[src/rtl/rr_arb_pkg.sv]
// -----------------------------------------------------------------------------
// rr_arb_pkg
// Shared widths, types and FSM encoding for the round-robin grant encoder.
//   N_REQ   : number of requesters (16)
//   IDX_W   : width of a requester index (4)
//   req_t   : request vector, bit i = requester i
//   idx_t   : binary requester index
//   state_t : arbiter FSM states {IDLE, OFFER}
// -----------------------------------------------------------------------------
package rr_arb_pkg;

    localparam int N_REQ = 16;
    localparam int IDX_W = 4;

    typedef logic [N_REQ-1:0] req_t;
    typedef logic [IDX_W-1:0] idx_t;

    typedef enum logic {
        IDLE  = 1'b0,
        OFFER = 1'b1
    } state_t;

endpackage

[src/rtl/rr_pick.sv]
// -----------------------------------------------------------------------------
// rr_pick
// Combinational rotated-priority search: returns the first set bit of req
// visiting start, start+1, ... modulo N_REQ.
//   req   : in  request vector
//   start : in  index with highest priority
//   found : out at least one request is set
//   idx   : out index of the winner (equals start when found = 0)
// -----------------------------------------------------------------------------
module rr_pick
    import rr_arb_pkg::*;
(
    input  req_t req,
    input  idx_t start,
    output logic found,
    output idx_t idx
);

    idx_t w_cand;

    // Scan from the farthest offset down to offset 0 so the nearest set bit
    // after start is the last one written and therefore wins.
    always_comb begin
        found  = 1'b0;
        idx    = start;
        w_cand = start;
        for (int i = N_REQ - 1; i >= 0; i--) begin
            w_cand = start + idx_t'(i);
            if (req[w_cand]) begin
                found = 1'b1;
                idx   = w_cand;
            end
        end
    end

endmodule

[src/rtl/rr_grant_encoder.sv]
// -----------------------------------------------------------------------------
// rr_grant_encoder
// Round-robin arbiter for 16 requesters. The winner is offered as a
// registered binary index under a valid/ready handshake; the offer is held
// stable until accepted regardless of later request changes.
//   clk         : in  rising-edge clock
//   rst         : in  asynchronous active-high reset
//   req         : in  request lines, bit i = requester i
//   grant_ready : in  consumer accepts the offered grant this cycle
//   grant_valid : out grant offered (registered)
//   grant_idx   : out index of the granted requester (registered)
//   lock        : in  keep the current winner on accept (RR_ARB_LOCK_EN only)
// Configuration macro: RR_ARB_LOCK_EN adds the lock port and hold-on-accept.
// -----------------------------------------------------------------------------
module rr_grant_encoder
    import rr_arb_pkg::*;
(
    input  logic             clk,
    input  logic             rst,
    input  logic [N_REQ-1:0] req,
    input  logic             grant_ready,
`ifdef RR_ARB_LOCK_EN
    input  logic             lock,
`endif
    output logic             grant_valid,
    output logic [IDX_W-1:0] grant_idx
);

    state_t r_state;
    idx_t   r_ptr;
    logic   r_grant_valid;
    idx_t   r_grant_idx;

    idx_t   w_idx_inc;
    idx_t   w_start;
    logic   w_found;
    idx_t   w_pick_idx;
    logic   w_hold;

    // Accepted requester drops to lowest priority: next search starts after it.
    assign w_idx_inc = r_grant_idx + idx_t'(1);
    assign w_start   = (r_state == OFFER) ? w_idx_inc : r_ptr;

`ifdef RR_ARB_LOCK_EN
    // Lock only matters while the locked requester is still asking.
    assign w_hold = lock && req[r_grant_idx];
`else
    assign w_hold = 1'b0;
`endif

    rr_pick u_pick (
        .req   (req),
        .start (w_start),
        .found (w_found),
        .idx   (w_pick_idx)
    );

    always_ff @(posedge clk or posedge rst) begin
        if (rst) begin
            r_state       <= IDLE;
            r_ptr         <= '0;
            r_grant_valid <= 1'b0;
            r_grant_idx   <= '0;
        end else begin
            case (r_state)
                IDLE: begin
                    if (w_found) begin
                        r_grant_idx   <= w_pick_idx;
                        r_grant_valid <= 1'b1;
                        r_state       <= OFFER;
                    end
                end
                OFFER: begin
                    // Offer is frozen until accepted; a held lock re-offers
                    // the same index without moving the pointer.
                    if (grant_ready && !w_hold) begin
                        r_ptr <= w_idx_inc;
                        if (w_found) begin
                            r_grant_idx <= w_pick_idx;
                        end else begin
                            r_grant_valid <= 1'b0;
                            r_state       <= IDLE;
                        end
                    end
                end
                default: begin
                    r_state       <= IDLE;
                    r_grant_valid <= 1'b0;
                end
            endcase
        end
    end

    assign grant_valid = r_grant_valid;
    assign grant_idx   = r_grant_idx;

endmodule

[config.mk]
export PLATFORM = sky130hd
export DESIGN_NAME = rr_grant_encoder
export DESIGN_NICKNAME = d
export VERILOG_FILES = /design/src/rtl/rr_arb_pkg.sv /design/src/rtl/rr_pick.sv /design/src/rtl/rr_grant_encoder.sv
export SDC_FILE = /design/constraint.sdc
export NUM_CORES = 1
export LEC_CHECK = 0
export CORE_MARGIN = 2
export CORE_UTILIZATION = 48
export DETAILED_ROUTE_END_ITERATION = 16
export PLACE_DENSITY = 0.73
export SLEW_MARGIN = 30
export SYNTH_ARGS = -nofsm -noshare
export SYNTH_HDL_FRONTEND = slang
export SYNTH_SLANG_ARGS = --single-unit
[constraint.sdc]
create_clock -name clk -period 5.75 [get_ports clk]
set_input_delay 1.15 -clock clk [delete_from_list [all_inputs] [get_ports clk]]
set_output_delay 1.15 -clock clk [all_outputs]
set_load 0.1 [all_outputs]
==> results.json <==
{
  "hold_viol": 0,
  "period_needed_ns": 4.87,
  "numCtsBuffers": 3,
  "drive_gt1_frac": 0.180,
  "vias": 2842,
  "wire_per_inst_um": 21.4,
  "synth_top_family_by_area": "multiplexers",
  "final.fill_count": 524,
  "cts_setup_buffers": 0,
  "cts_tree": "built",
  "initial_core_util": 0.497,
  "die_w_um": 79.3,
  "antenna_found_initial": 0,
  "pre_cts_ws_ns": 0.861,
  "grt_remaining_overflow": 0,
  "syn_avg_cell_area_um2": 8.42,
  "worstReg2RegEnd": "grant_idx[0]$_DFFE_PP0P_",
  "max_slew_margin": 0.349,
  "r2r-start": "r_state$_DFF_PP0_",
  "cts_buffer_depth": 2,
  "worst_pin_slew_ns": 0.974,
  "rr_worst_depth": 12,
  "multiInputGateArea_um2": 2350,
  "whs_ns": 0.524,
  "grt_pass1_vias": 2710,
  "crit_required_ns": 5.86,
  "ys.flop_type": "dfrtp_1",
  "min_period_over_period": 0.847,
  "crit_path_max_incr_delay_ns": 0.63,
  "end_kind": "flop",
  "core_um2": 5470,
  "ys_seq_area_frac": 0.0920,
  "hold_buffers": 0,
  "synth_compound_area_frac": 0.233,
  "gp_congestion": 1.02,
  "async_reset_ff_frac": 1.00,
  "yosys_warnings": 0,
  "synth_seq_cells": 10,
  "synth_nets": 345,
  "io_pins": 24,
  "synth_xor_xnor_area_share": 0.0456,
  "die_area_um2": 6280,
  "cts-htree-levels": 1,
  "synth_most_common_cell": "mux2i_1",
  "cap_violations": 0,
  "holdCritPathClass": "flop to flop",
  "synth_top_area_share": 0.157,
  "layout.nets": 362,
  "synthCells": 323,
  "hold_path_end": "r_ptr[2]$_DFFE_PP0P_",
  "post_cts_resized": 0,
  "path_cells": "nor2b_1, nor2_4, inv_2, ha_1, xnor2_1, mux4_2, mux2_2, or3_1, nor4_2, a21oi_2, or4b_1, nand3_1",
  "synth_fa_ha_area_frac": 0.0138,
  "clock_skew_ns": 0.000141,
  "num_rows": 27,
  "start_kind": "flop",
  "crit_family": "simple AND/OR/NAND/NOR gates",
  "synth_common_cells": "mux2i_1 (30), nand2_1 (29), nor2_1 (24)",
  "crit_arrival_ns": 4.98,
  "synth_cell_type_count": 61,
  "fmax_ghz": 0.205,
  "synth_area_um2": 2720,
  "ff_latch_area_um2": 250,
  "drc": 0,
  "tns_ns": 0,
  "yosysTopAreaCell": "mux4_2",
  "setup_violations": 0,
  "root_buffer": "clkbuf_8",
  "dpl.hpwl_mm": 6.94,
  "critPathKind": "flop to flop",
  "synth_edf_count": 0,
  "grt_max_degree": 22,
  "post_drt_via_cell_ratio": 6.91,
  "rsz0062_at_grt": "false",
  "yosys.area_share.simple": 0.209,
  "ant_nets": 0,
  "dr.pass1.iters": 5,
  "cp_num_buf_inv": 1,
  "die_h_um": 79.3,
  "timing.reg2reg.setup_slack_ns": 0.88,
  "drt-initial-drc-count": 250,
  "outcome": "finished clean",
  "io_buffer_count": 23,
  "muxShareOfSynthArea": 0.363,
  "clk_pin_slew_ns": 0.05,
  "syn2layout_area_growth_pct": 11.9,
  "min_path_cells": 1,
  "n_antenna_cell": 0,
  "hold_start": "r_ptr[2]$_DFFE_PP0P_",
  "grt_first_pass_wirelength_mm": 14.1,
  "grt.total_usage": 0.291,
  "routed_wl_mm": 8.81,
  "critPathSlowestCell": "mux4_2",
  "ys_top_cells_by_area": "mux4_2 (16%), mux2i_1 (11%), dfrtp_1 (9.2%)",
  "clk_latency_ns": 0.24,
  "finalMaxSlewViolations": 0,
  "cts.sinks": 10,
  "startpoint": "r_state$_DFF_PP0_",
  "crit_fanout": 21,
  "setup_ws_ns": 0.881
}
==> logic make-up (layout without fill, tap and decap cells) <==
kind of cell,after synthesis,in the layout
AOI/OAI and AO/OA,93,93
xor gates and xnor gates,12,12
adders and majority gates,3,3
buffers and inverters,24,40
DFF,10,10
muxes,71,71
and+or+nand+nor,110,110
==> worst reg2reg max path, cell delays in order, from the launching register on <==
cell and delay [ns]:
dfrtp_1 0.60, nor2b_1 0.19, nor2_4 0.53, inv_2 0.35
ha_1 0.35, xnor2_1 0.52, mux4_2 0.63, mux2_2 0.32
or3_1 0.42, nor4_2 0.36, a21oi_2 0.19, or4b_1 0.21
nand3_1 0.07
==> how the worst max path moves through the flow <==
stage / depth (start not counted) / slack, ns / to
after floorplan: 12 / 1.01 / grant_idx[0]$_DFFE_PP0P_
after global placement: 11 / 1.02 / grant_idx[0]$_DFFE_PP0P_
after detailed placement: 12 / 0.86 / grant_idx[0]$_DFFE_PP0P_
after CTS: 12 / 0.85 / grant_idx[0]$_DFFE_PP0P_
after global routing: 12 / 0.45 / grant_idx[0]$_DFFE_PP0P_
final: 12 / 0.88 / grant_idx[0]$_DFFE_PP0P_
==> per-stage QoR <==
stage / instance area (um^2) / cells / util
floorplan: 2720 / 323 / -
global placement: 2990 / 407 / 0.546
detailed placement: 2990 / 407 / 0.546
CTS: 3040 / 411 / 0.556
global route: 3040 / 411 / 0.556
finish: 3040 / 411 / 0.556
==> flip-flops by register name (all words and copies together), names as in the netlist <==
register,count
grant_idx,4
grant_valid,1
r_ptr,4
r_state,1
==> layer usage <==
metal  routed length [um]  track usage  vias up
met5                    0            0        -
met1                 3600        0.391     1359
met4                  291        0.126        0
li1                     -            -     1303
met3                  684       0.0193       23
met2                 4230        0.481      157
==> layout make-up <==
| cell class | count | area share |
|---|---|---|
| well taps | 72 | 0.0296 |
| repair buffers | 27 | 0.0856 |
| inverters | 9 | 0.0111 |
| flip-flops and latches | 10 | 0.0823 |
| multi-input cells | 289 | 0.773 |
| clock buffers | 4 | 0.0181 |
==> placed cells by master, fill, tap and decap left out, types with 3 or more instances in the layout <==
cell	Yosys	final
a211o_1	4	4
a211oi_1	6	6
a21o_1	4	4
a21oi_1	16	16
a31oi_1	7	7
and2_1	5	5
and3_1	4	4
buf_4	2	4
clkbuf_8	0	4
clkdlybuf4s50_1	0	23
dfrtp_1	10	10
ha_1	3	3
inv_1	7	7
mux2_2	21	21
mux2i_1	30	30
mux4_2	19	19
nand2_1	29	29
nand2b_1	4	4
nand3_1	16	16
nor2_1	24	24
nor2b_1	7	7
nor3_1	4	4
nor4b_1	3	3
o211ai_1	5	5
o21ai_0	22	22
o32ai_1	3	3
or3_1	3	3
xnor2_1	10	10
Power is not shown: default switching activity piles up to over one toggle a cycle in this logic, so the estimate is an artifact.
